File: src/rtl/sgd_scheduler.sv
// Sequencer for the SGD engine: addresses the serial dataset load into sample memory,
// then issues one update request per row per epoch and flags completion.
module sgd_scheduler #(
  parameter int ADDR_WIDTH   = 12,
  parameter int MAX_FEATURES = 15
) (
  input  logic                                  CLK,
  input  logic                                  RST,
  input  logic [$clog2(MAX_FEATURES+1)-1:0]     feat,
  input  logic [7:0]                            epoch,
  input  logic [ADDR_WIDTH-1:0]                 data_points,
  input  logic [3:0]                            learn_rate,
  input  logic                                  word_valid,
  input  logic                                  upd_done,
  output logic                                  wr_en,
  output logic [ADDR_WIDTH-1:0]                 wr_addr,
  output logic [$clog2(MAX_FEATURES+1)-1:0]     wr_lane,
  output logic [ADDR_WIDTH-1:0]                 rd_addr,
  output logic                                  upd_start,
  output logic [3:0]                            lr_shift,
  output logic [7:0]                            cur_epoch,
  output logic                                  busy,
  output logic                                  sgd_done
);

  localparam int LANE_W = $clog2(MAX_FEATURES + 1);

  typedef enum logic [1:0] {S_LOAD, S_ISSUE, S_WAIT, S_DONE} state_t;

  state_t                r_state, w_state_next;
  logic [ADDR_WIDTH-1:0] r_row, w_row_next;
  logic [LANE_W-1:0]     r_lane, w_lane_next;
  logic [7:0]            r_ep, w_ep_next;
  logic [LANE_W-1:0]     r_feat;
  logic [7:0]            r_epoch;
  logic [ADDR_WIDTH-1:0] r_dp;
  logic [3:0]            r_lr;
  logic                  w_wr_en;
  logic                  w_upd_start;

  // Configuration is sampled throughout reset and frozen once it releases.
  always_ff @(posedge CLK) begin
    if (RST) begin
      r_state <= S_LOAD;
      r_row   <= '0;
      r_lane  <= feat;
      r_ep    <= '0;
      r_feat  <= feat;
      r_epoch <= epoch;
      r_dp    <= data_points;
      r_lr    <= learn_rate;
    end else begin
      r_state <= w_state_next;
      r_row   <= w_row_next;
      r_lane  <= w_lane_next;
      r_ep    <= w_ep_next;
    end
  end

  always_comb begin
    w_state_next = r_state;
    w_row_next   = r_row;
    w_lane_next  = r_lane;
    w_ep_next    = r_ep;
    w_wr_en      = 1'b0;
    w_upd_start  = 1'b0;
    case (r_state)
      S_LOAD: begin
        if (word_valid) begin
          w_wr_en = 1'b1;
          if (r_lane == '0) begin
            w_lane_next = r_feat;
            if (r_row == r_dp) begin
              w_row_next   = '0;
              w_state_next = (r_epoch == 8'd0) ? S_DONE : S_ISSUE;
            end else begin
              w_row_next = r_row + ADDR_WIDTH'(1);
            end
          end else begin
            w_lane_next = r_lane - LANE_W'(1);
          end
        end
      end
      S_ISSUE: begin
        // Any upd_done seen alongside the request belongs to nothing and is dropped.
        w_upd_start  = 1'b1;
        w_state_next = S_WAIT;
      end
      S_WAIT: begin
        if (upd_done) begin
          if (r_row < r_dp) begin
            w_row_next   = r_row + ADDR_WIDTH'(1);
            w_state_next = S_ISSUE;
          end else if (r_ep == r_epoch - 8'd1) begin
            w_state_next = S_DONE;
          end else begin
            w_row_next   = '0;
            w_ep_next    = r_ep + 8'd1;
            w_state_next = S_ISSUE;
          end
        end
      end
      default: begin
      end
    endcase
  end

  assign wr_en     = w_wr_en & ~RST;
  assign wr_addr   = r_row;
  assign wr_lane   = r_lane;
  assign upd_start = w_upd_start;
  assign busy      = (r_state == S_ISSUE) || (r_state == S_WAIT);
  assign rd_addr   = busy ? r_row : '0;
  assign lr_shift  = r_lr;
  assign cur_epoch = r_ep;
  assign sgd_done  = (r_state == S_DONE);

endmodule

File: config.mk
export PLATFORM = sky130hd
export DESIGN_NAME = sgd_scheduler
export DESIGN_NICKNAME = d
export VERILOG_FILES = /design/src/rtl/sgd_scheduler.sv
export SDC_FILE = /design/constraint.sdc
export NUM_CORES = 1
export LEC_CHECK = 0
export ABC_AREA = 1
export BUFFER_PORTS_ARGS = -buffer_cell sky130_fd_sc_hd__buf_2
export CAP_MARGIN = 5
export CORE_AREA = 2 2 109 111
export DETAILED_ROUTE_END_ITERATION = 16
export DIE_AREA = 0 0 111 113
export HOLD_SLACK_MARGIN = 0.06
export SLEW_MARGIN = 20
export SYNTH_ARGS = -nofsm -noshare
export SYNTH_HDL_FRONTEND = slang
export SYNTH_SLANG_ARGS = --single-unit
File: constraint.sdc
create_clock -name CLK -period 2.4 [get_ports CLK]
set_clock_uncertainty 0.05 [all_clocks]
set_input_delay 0.48 -clock CLK [delete_from_list [all_inputs] [get_ports CLK]]
set_output_delay 0.48 -clock CLK [all_outputs]
set_load 0.005 [all_outputs]
==> results of run 1 <==
[per-stage QoR]
| stage | setup WS [ns] | area, um2 | hold slack, ns | total power, mW | std cells |
|---|---|---|---|---|---|
| floorplan | 0.468 | 3330 | 0.449 | 1.20 | 430 |
| global placement | 0.189 | 3990 | 0.461 | 1.29 | 657 |
| detailed placement | 0.136 | 3990 | 0.467 | 1.30 | 657 |
| CTS | 0.0883 | 4120 | 0.294 | 2.02 | 665 |
| global route | 0.00385 | 4200 | 0.296 | 2.09 | 673 |
| finish | 0.189 | 4200 | 0.300 | 2.00 | 673 |
[state kept, by name, summed over array words and instances, names as in the netlist]
register,flops
r_epoch,8
r_dp,12
cur_epoch,8
wr_addr,12
r_state,2
wr_lane,4
lr_shift,4
r_feat,4
[path summary, 6_finish.rpt]
check                                                from                         to  slack, ns
worst max-delay path                    r_dp[7]$_DFFE_PP_    wr_addr[4]$_SDFFE_PP0P_       0.19
worst min-delay path                        learn_rate[2]      lr_shift[2]$_DFFE_PP_       0.30
worst max register to register          r_dp[7]$_DFFE_PP_    wr_addr[4]$_SDFFE_PP0P_       0.19
worst min register to register  cur_epoch[6]$_SDFFE_PP0P_  cur_epoch[6]$_SDFFE_PP0P_       0.48
[kinds of logic (layout without fill, tap and decap cells)]
kind of cell	after synthesis	after routing	synth area share (%)
xor gates and xnor gates	16	16	4.20
AOI/OAI and AO/OA	41	41	7.58
buffers and inverters	81	180	9.64
and+or+nand+nor	216	217	28.3
adders and majority gates	22	22	8.26
DFF	54	54	42.0
[routing by layer]
metal	up-vias	routed length [um]	GRT usage (%)
met3	13	261	1.93
met4	0	161	4.67
met1	1363	3730	16.3
met5	-	0	0
li1	1582	-	-
met2	67	4360	23.8
[cell usage after synthesis (2+ instances only)]
cell type,instances,area (um2)
inv_2,2,7.51
o21ai_0,11,55.1
a21oi_2,5,43.8
clkbuf_1,4,15.0
buf_2,2,10.0
a21oi_1,18,90.1
xor2_1,13,114
inv_1,70,263
nor2_2,5,31.3
ha_1,22,275
nand3_1,42,210
nor2_1,35,131
nor3_1,3,15.0
xnor2_1,3,26.3
dfxtp_1,22,440
a31oi_1,2,12.5
buf_4,2,15.0
nand2_1,116,435
edfxtp_1,32,961
nand4_1,8,50.1
[cell type report]
type	instances	area share, %
inverter	72	6.44
clock inverter	2	0.209
tap	143	4.26
timing repair buffer	100	13.7
multi-input combinational	296	38.9
sequential	54	33.4
clock buffer	6	3.07
[power by group through the flow]
stage | Sequential [mW] | Clock [mW] | Combinational [mW]
floorplan | 1.08 | 0 | 0.122
global placement | 1.08 | 0 | 0.212
detailed placement | 1.08 | 0 | 0.216
CTS | 1.06 | 0.742 | 0.217
global route | 1.07 | 0.770 | 0.251
finish | 1.06 | 0.717 | 0.218
[timing repair]
action,CTS,global route
gates resized for setup,0,4
setup buffers,0,7
endpoints found under the setup margin,0,20
==> metrics.sh, run 1 <==
P_PER_AREA_mW_PER_MM2=475
CRIT_CELLS=12
WORST_HOLD_PATH_TYPE='in -> reg'
WORST_SETUP_PATH_START_KIND='register'
TOTAL_NEG_SETUP_SLACK_NS=0
MAXIMUM_IR_DROP_ON_THE_VDD_RAIL_mV=0.231
GRT_ANTENNA_BEFORE_REPAIR=0
MIN_PERIOD_OVER_PERIOD_PCT=92.1
FINALWEIGHTEDCONGESTION=0.877
SYN-INSTANCE-COUNT=430
HPWL_UM=6270
SYNTH-SEQ-AREA-SHARE_PCT=42.0
MOST-COMMON-LAYOUT-CELLS='116 x nand2_1, 75 x buf_2, 70 x inv_1'
GRT_START_MAX_NET_PINS=46
DIE_WIDTH_UM=111
NUMCTSBUFFERS=5
ASYNC_FLOP_SHARE_PCT=0
CP.ARRIVAL_NS=2.34
GR-USAGE-ALL-LAYERS_PCT=13.3
INITIAL_CORE_UTILIZATION_PCT=29.6
CLK_PIN_SLEW_NS=0.07
CLOCK_INSERTION_DELAY_WORST_SKEW_NS=0.30
COMBPWRFRAC_PCT=10.9
CTS_TREE='yes'
SETUP_FAILING_EPS_FINAL=0
SYNTH-EDFF-COUNT=32
CRITPATHTOPFAMILY='simple AND/OR/NAND/NOR gates'
RUN_STATUS='finished clean'
CP_SLOWEST_STAGE_DELAY_NS=0.32
VIA_COUNT_OF_THE_FIRST_GLOBAL_ROUTING_PASS=2778
DIE_Y_UM=113
MOST_COMMON_CELL_AFTER_LAYOUT_FILL_AND_TAPS_ASIDE='nand2_1'
YS_DOMINANT_REG_CELL='edfxtp_1'
GRT_PASS1_WL_UM=13500
FINISH.NET_COUNT=583
SWITCHING_SHARE_PCT=24.4
DRT_ITER0_MARKERS=185
CTS.PATH.MAX_BUFFERS=2
SLOWEST_STAGE='edfxtp_1'
YOSYSWARNINGCOUNT=0
AREA.SEQUENTIAL_MM2=0.00140
LEAKAGEPOWER_nW=2.13
POWER.SHARE.CLOCK_PCT=35.9
POSTSYNTHNETCOUNT=484
NUMPORTBUFFERS=75
FP.DIEAREA_MM2=0.0125
LAYOUT.CORE_UTILIZATION_PCT=37.2
MULTI_INPUT_GATE_AREA_IN_THE_FINAL_LAYOUT_MM2=0.00163
SYN_AREA_MM2=0.00333
CRIT_CHAIN='inv_1, ha_1, nand2_1, nor2_1, nand2_1, a21oi_2, nor2_2, nor2_2, nand4_4, buf_4, nand3_1, a21oi_1'
CTS_HOLD_REPAIR.BUFFERS=0
DRT_DRC_VIOLATIONS_LEFT=0
N_FILL_CELL=1176
FLOW.AREA_GROWTH_FROM_SYNTHESIS_PCT=25.9
NETSWITCHINGPOWER_mW=0.487
REG2REG_DEPTH=12
INTPOWER_mW=1.51
MAX_FREQ_MHz=452
ROUTED-VIA-COUNT=3025
WORST-ENDPOINT-REQUIRED_NS=2.53
TIMING.CRITICAL_PATH.BUF_INV=2
CTS-ROOT-BUF='clkbuf_16'
H-TREE-DEPTH=2
WORST-PATH-MAX-FANOUT=8
CRITICAL_PATH_CLASS='reg -> reg'
GRT_REMAINING_OVERFLOW=0
SLEW-LIMIT-HEADROOM_PCT=59.3
WORST_HOLD_PATH.NUM_CELLS=1
FIRSTDRTPASSITERS=5
WL_PER_CELL_UM=12.6
DRT.ANTENNA.VIOLATING_NETS=0
DRT-TOTAL-WL_UM=8510
IOS=76
CAP_VIOLATIONS=0
CTS.SINKS=54
VIAS_PER_INSTANCE=4.49
YOSYS.CELL_TYPES.COUNT=33
WORST_TRAN_PIN_VALUE_NS=0.604
LAYOUT_MIN_CYCLE_TIME_NS=2.21
CORE_AREA_MM2=0.0113
FINAL_HOLD_VIOL_COUNT=0
SEQ_POWER_SHARE_PCT=53.1
SLEW_VIOLATIONS=0
RSZ0062_AT_GRT='false'
POST_ROUTE_CELLS_DRIVE_ABOVE_1_SHARE_PCT=24.3
TIMING.CRITICAL_PATH.TO_TYPE='register'
ROWS=39
YOSYS_REGISTER_BITS=54
AVGSYNTHCELLAREA_UM2=7.75
DIODES=0
(Power assumes the default switching activity.)
==> run 2, diff against run 1 <==
--- a/config.mk
+++ b/config.mk
@@ -8,10 +8,12 @@
 export ABC_AREA = 1
 export BUFFER_PORTS_ARGS = -buffer_cell sky130_fd_sc_hd__buf_2
 export CAP_MARGIN = 5
-export CORE_AREA = 2 2 109 111
+export CORE_AREA = 2 2 85 87
+export CTS_CLUSTER_SIZE = 24
 export DETAILED_ROUTE_END_ITERATION = 16
-export DIE_AREA = 0 0 111 113
+export DIE_AREA = 0 0 87 89
 export HOLD_SLACK_MARGIN = 0.06
+export PLACE_DENSITY = 0.73
 export SLEW_MARGIN = 20
 export SYNTH_ARGS = -nofsm -noshare
 export SYNTH_HDL_FRONTEND = slang
==> run 2 against run 1 <==
Compared with the run above: core utilization up 22 points; flip-flop and latch count unchanged; global-route usage up 6.8 points; worst setup slack worse by 0.035 ns; worst hold slack worse by 0.011 ns; largest power group unchanged.
==> metrics.sh, run 2 (synthesis results as in run 1) <==
FLOW.AREA_GROWTH_FROM_SYNTHESIS_PCT=19.9
POST_ROUTE_CELLS_DRIVE_ABOVE_1_SHARE_PCT=23.3
DRT.ANTENNA.VIOLATING_NETS=0
DIE_Y_UM=89
GR-USAGE-ALL-LAYERS_PCT=20.0
NUMCTSBUFFERS=5
CRITICAL_PATH_CLASS='reg -> reg'
MULTI_INPUT_GATE_AREA_IN_THE_FINAL_LAYOUT_MM2=0.00162
DIODES=0
WORST_SETUP_PATH_START_KIND='register'
CP.ARRIVAL_NS=2.42
LEAKAGEPOWER_nW=2.07
AREA.SEQUENTIAL_MM2=0.00140
CLK_PIN_SLEW_NS=0.10
SEQ_POWER_SHARE_PCT=59.8
DRT_ITER0_MARKERS=309
GRT_START_MAX_NET_PINS=32
SLEW-LIMIT-HEADROOM_PCT=59.2
WORST_HOLD_PATH_TYPE='in -> reg'
GRT_PASS1_WL_UM=12100
FINISH.NET_COUNT=577
GRT_REMAINING_OVERFLOW=0
SWITCHING_SHARE_PCT=25.5
TIMING.HOLD.WS_NS=0.289
VIAS_PER_INSTANCE=5.06
ROWS=30
INITIAL_CORE_UTILIZATION_PCT=49.6
H-TREE-DEPTH=2
TIMING.CRITICAL_PATH.TO_TYPE='register'
POWER.SHARE.CLOCK_PCT=28.4
CLOCK_INSERTION_DELAY_WORST_SKEW_NS=0.31
CAP_VIOLATIONS=0
SETUP_FAILING_EPS_FINAL=0
CTS.PATH.MAX_BUFFERS=2
DRT-TOTAL-WL_UM=7750
NETSWITCHINGPOWER_mW=0.452
DIE_WIDTH_UM=87
FP.DIEAREA_MM2=0.00774
FINAL_HOLD_VIOL_COUNT=0
DRT_DRC_VIOLATIONS_LEFT=0
RSZ0062_AT_GRT='false'
FIRSTDRTPASSITERS=5
MIN_PERIOD_OVER_PERIOD_PCT=93.6
FINALWEIGHTEDCONGESTION=0.855
N_FILL_CELL=640
SLEW_VIOLATIONS=0
HPWL_UM=6040
INTPOWER_mW=1.32
P_PER_AREA_mW_PER_MM2=444
GRT_ANTENNA_BEFORE_REPAIR=0
WORST_TRAN_PIN_VALUE_NS=0.606
LAYOUT_MIN_CYCLE_TIME_NS=2.25
MAX_FREQ_MHz=445
NUMPORTBUFFERS=75
VIA_COUNT_OF_THE_FIRST_GLOBAL_ROUTING_PASS=2666
CTS_TREE='yes'
MOST-COMMON-LAYOUT-CELLS='116 x nand2_1, 75 x buf_2, 70 x inv_1'
MAXIMUM_IR_DROP_ON_THE_VDD_RAIL_mV=0.304
RUN_STATUS='finished clean'
MOST_COMMON_CELL_AFTER_LAYOUT_FILL_AND_TAPS_ASIDE='nand2_1'
ROUTED-VIA-COUNT=3058
CORE_AREA_MM2=0.00672
WL_PER_CELL_UM=12.8
WORST-PATH-MAX-FANOUT=9
TOTAL_NEG_SETUP_SLACK_NS=0
CTS-ROOT-BUF='clkbuf_8'
CTS.SINKS=54
COMBPWRFRAC_PCT=11.8
WORST-ENDPOINT-REQUIRED_NS=2.58
IOS=76
[run 2: worst max-delay path, cell delays in order, from the launching register on]
cell,delay [ns]
dfxtp_1,0.44
ha_1,0.29
nand2_1,0.10
inv_1,0.04
nand2_1,0.05
nand2_1,0.05
nand2_1,0.06
nand2_1,0.07
nor2_2,0.27
nor2_2,0.10
nand4_4,0.16
buf_4,0.18
nand3_1,0.08
a21oi_1,0.21
[run 2: through the flow]
step	cells	area, um2	setup WS [ns]	utilization [%]	total power [mW]
4_1_cts	601	3970	0.0769	59.1	1.78
6_report	604	4000	0.154	59.5	1.78
3_5_place_dp	593	3890	0.107	57.8	1.29
2_1_floorplan	430	3330	0.468	-	1.20
3_3_place_gp	593	3890	0.234	57.8	1.28
5_1_grt	604	4000	0.00296	59.5	1.86
[run 2: power groups by stage]
stage	registers, mW	clock network, mW	logic (mW)
global placement	1.08	0	0.202
CTS	1.06	0.512	0.210
finish	1.06	0.505	0.210
floorplan	1.08	0	0.122
global route	1.07	0.555	0.240
detailed placement	1.08	0	0.209
[run 2: final cells by class]
type                    instances  share of cell area, %
clock buffers                   5                   1.72
clock inverters                 3                  0.407
inverters                      72                   6.76
multi-input cells             295                   40.4
flip-flops and latches         54                   35.0
well taps                      80                   2.50
repair buffers                 95                   13.1
[run 2: worst paths after layout]
| path | cells after the start | slack [ns] | from | endpoint |
|---|---|---|---|---|
| max | 13 | 0.15 | wr_addr[7]$_SDFFE_PP0P_ | wr_addr[4]$_SDFFE_PP0P_ |
| min | 1 | 0.29 | data_points[6] | r_dp[6]$_DFFE_PP_ |
| max reg2reg | 13 | 0.15 | wr_addr[7]$_SDFFE_PP0P_ | wr_addr[4]$_SDFFE_PP0P_ |
| min reg2reg | 2 | 0.48 | cur_epoch[5]$_SDFFE_PP0P_ | cur_epoch[5]$_SDFFE_PP0P_ |
[run 2: repair_timing]
item / in CTS / in global routing
setup endpoints to repair: 0 / 24
hold buffers: 0 / 0
buffers inserted: 0 / 3
hold endpoints to repair: 0 / 0
gates resized for setup: 0 / 3
[run 2: layer usage]
metal  track usage, %  wire length, um  vias to the layer above  part of all wire [%]
met5                0                0                        -                     0
met2             34.9             3890                       82                    50
met4             5.40               97                        0                   1.3
li1                 -                -                     1564                     -
met1             25.7             3370                     1404                    43
met3             3.69              392                        8                   5.1
==> run 3, diff against run 2 <==
--- a/config.mk
+++ b/config.mk
@@ -14,6 +14,7 @@
 export DIE_AREA = 0 0 87 89
 export HOLD_SLACK_MARGIN = 0.06
 export PLACE_DENSITY = 0.73
+export RECOVER_POWER = 25
 export SLEW_MARGIN = 20
 export SYNTH_ARGS = -nofsm -noshare
 export SYNTH_HDL_FRONTEND = slang
==> run 3 against run 2 <==
Compared with the run above: global-route usage did not move; final cell count did not move; flip-flop and latch count did not move; core utilization barely moved; final area barely moved; via count did not move; routed wire length fell by 0.36%; non-clock buffer count did not move; register-to-register slack barely moved; worst hold slack improved by 0.0027 ns; sequential share of layout area barely moved; largest cell class unchanged; highest routed layer unchanged.
==> metrics.sh, run 3 (synthesis results as in run 1) <==
MAXIMUM_IR_DROP_ON_THE_VDD_RAIL_mV=0.304
FLOW.AREA_GROWTH_FROM_SYNTHESIS_PCT=19.8
FINAL_HOLD_VIOL_COUNT=0
DRT_DRC_VIOLATIONS_LEFT=0
WORST_SETUP_PATH_START_KIND='register'
N_FILL_CELL=642
H-TREE-DEPTH=2
HPWL_UM=6040
DIE_WIDTH_UM=87
RSZ0062_AT_GRT='false'
NUMCTSBUFFERS=5
P_PER_AREA_mW_PER_MM2=443
NUMPORTBUFFERS=75
DRT.ANTENNA.VIOLATING_NETS=0
LAYOUT.CORE_UTILIZATION_PCT=59.5
FP.DIEAREA_MM2=0.00774
CTS_TREE='yes'
IOS=76
CTS.PATH.MAX_BUFFERS=2
MIN_PERIOD_OVER_PERIOD_PCT=93.4
PLACE_WORST_SETUP_SLACK_NS=0.107
CRITICAL_PATH_CLASS='reg -> reg'
WL_PER_CELL_UM=12.8
POWER.SHARE.CLOCK_PCT=28.2
DRT-TOTAL-WL_UM=7730
HOLD_PATH_STARTPOINT='data_points[6]'
VIA_COUNT_OF_THE_FIRST_GLOBAL_ROUTING_PASS=2666
FINALWEIGHTEDCONGESTION=0.855
TOTAL_NEG_SETUP_SLACK_NS=0
WORST-ENDPOINT-REQUIRED_NS=2.58
RR_STARTPOINT='wr_addr[7]$_SDFFE_PP0P_'
CORE_AREA_MM2=0.00672
CLK_PIN_SLEW_NS=0.10
FINISH.NET_COUNT=577
DIE_Y_UM=89
GRT_REMAINING_OVERFLOW=0
SWITCHING_SHARE_PCT=25.2
TIMING.CRITICAL_PATH.TO_TYPE='register'
MOST-COMMON-LAYOUT-CELLS='116 x nand2_1, 73 x buf_2, 70 x inv_1'
AREA.SEQUENTIAL_MM2=0.00140
GRT_ANTENNA_BEFORE_REPAIR=0
REG2REG_SLACK_NS=0.16
POST_ROUTE_CELLS_DRIVE_ABOVE_1_SHARE_PCT=22.9
GR-USAGE-ALL-LAYERS_PCT=20.0
FINALWORSTSETUPSLACK_NS=0.160
WORST_TRAN_PIN_VALUE_NS=0.904
TIMING.HOLD.WS_NS=0.292
MAX_FREQ_MHz=446
GRT_PASS1_WL_UM=12100
DRT_ITER0_MARKERS=309
CAP_VIOLATIONS=0
CLOCK_INSERTION_DELAY_WORST_SKEW_NS=0.30
CP.ARRIVAL_NS=2.42
ROWS=30
CRITICAL_PATH.STARTPOINT='wr_addr[7]$_SDFFE_PP0P_'
CTS_HOLD_REPAIR.BUFFERS=0
NETSWITCHINGPOWER_mW=0.447
LAYOUT_MIN_CYCLE_TIME_NS=2.24
GRT_START_MAX_NET_PINS=32
VIAS_PER_INSTANCE=5.06
HOLD-PATH-ENDPOINT='r_dp[6]$_DFFE_PP_'
REG2REG_DEPTH=13
LEAKAGEPOWER_nW=2.07
SLEW_VIOLATIONS=0
WORST_HOLD_PATH_TYPE='in -> reg'
RUN_STATUS='finished clean'
WORSTREG2REGEND='wr_addr[4]$_SDFFE_PP0P_'
SETUP_FAILING_EPS_FINAL=0
MOST_COMMON_CELL_AFTER_LAYOUT_FILL_AND_TAPS_ASIDE='nand2_1'
FIRSTDRTPASSITERS=4
CTS.SINKS=54
SEQ_POWER_SHARE_PCT=60.0
INITIAL_CORE_UTILIZATION_PCT=49.6
WORST-PATH-MAX-FANOUT=9
CTS-ROOT-BUF='clkbuf_8'
INTPOWER_mW=1.32
MULTI_INPUT_GATE_AREA_IN_THE_FINAL_LAYOUT_MM2=0.00162
ROUTED-VIA-COUNT=3058
COMBPWRFRAC_PCT=11.8
WORST_HOLD_PATH.NUM_CELLS=1
DIODES=0
SLEW-LIMIT-HEADROOM_PCT=39.7
==> run 3: cell types whose count changed in the layout (fill, tap and decap cells not counted) <==
cell	delta
buf_2	-2
clkbuf_1	+2
==> run 3: worst max path at each step <==
stage / cells after the start / end
2_1_floorplan: 11 / wr_addr[2]$_SDFFE_PP0P_
3_3_place_gp: 11 / wr_addr[4]$_SDFFE_PP0P_
3_5_place_dp: 11 / wr_addr[4]$_SDFFE_PP0P_
4_1_cts: 11 / wr_addr[4]$_SDFFE_PP0P_
5_1_grt: 13 / wr_addr[4]$_SDFFE_PP0P_
6_report: 13 / wr_addr[4]$_SDFFE_PP0P_
==> run 3: worst max-delay path, cell delays in order (launching register included) <==
cell and delay [ns]:
dfxtp_1 0.44, ha_1 0.29, nand2_1 0.10, inv_1 0.04, nand2_1 0.05, nand2_1 0.05, nand2_1 0.06, nand2_1 0.07
nor2_2 0.27, nor2_2 0.10, nand4_4 0.16, buf_4 0.18, nand3_1 0.07, a21oi_1 0.21
==> run 3: area by class of cell <==
type	instances	share of cell area (%)
Clock buffer	5	1.72
Timing Repair Buffer	95	13.1
Clock inverter	3	0.407
Inverter	72	6.76
Multi-Input combinational cell	295	40.5
Tap cell	80	2.50
Sequential cell	54	35.1
==> run 3: repair_timing <==
action	4_1_cts	5_1_grt
buffers inserted	0	3
gates resized for setup	0	3
setup endpoints to repair	0	24
==> run 3: per-layer routing <==
metal  routed length (um)  global-route usage [%]  vias up
li1                     -                       -     1562
met1                 3350                    25.7     1409
met2                 3890                    34.9       79
met3                  384                    3.69        8
met4                   97                    5.40        0
met5                    0                       0        -
==> run 3: power groups by stage <==
stage	Clock, mW	Sequential [mW]	Combinational [mW]
6_report	0.499	1.06	0.210
5_1_grt	0.555	1.07	0.240
4_1_cts	0.512	1.06	0.210
3_5_place_dp	0	1.08	0.209
3_3_place_gp	0	1.08	0.202
2_1_floorplan	0	1.08	0.122
==> run 3: per-stage QoR <==
step	instances	instance area (um2)	power (mW)
3_3_place_gp	593	3890	1.28
4_1_cts	601	3970	1.78
6_report	604	4000	1.77
2_1_floorplan	430	3330	1.20
5_1_grt	604	4000	1.86
3_5_place_dp	593	3890	1.29
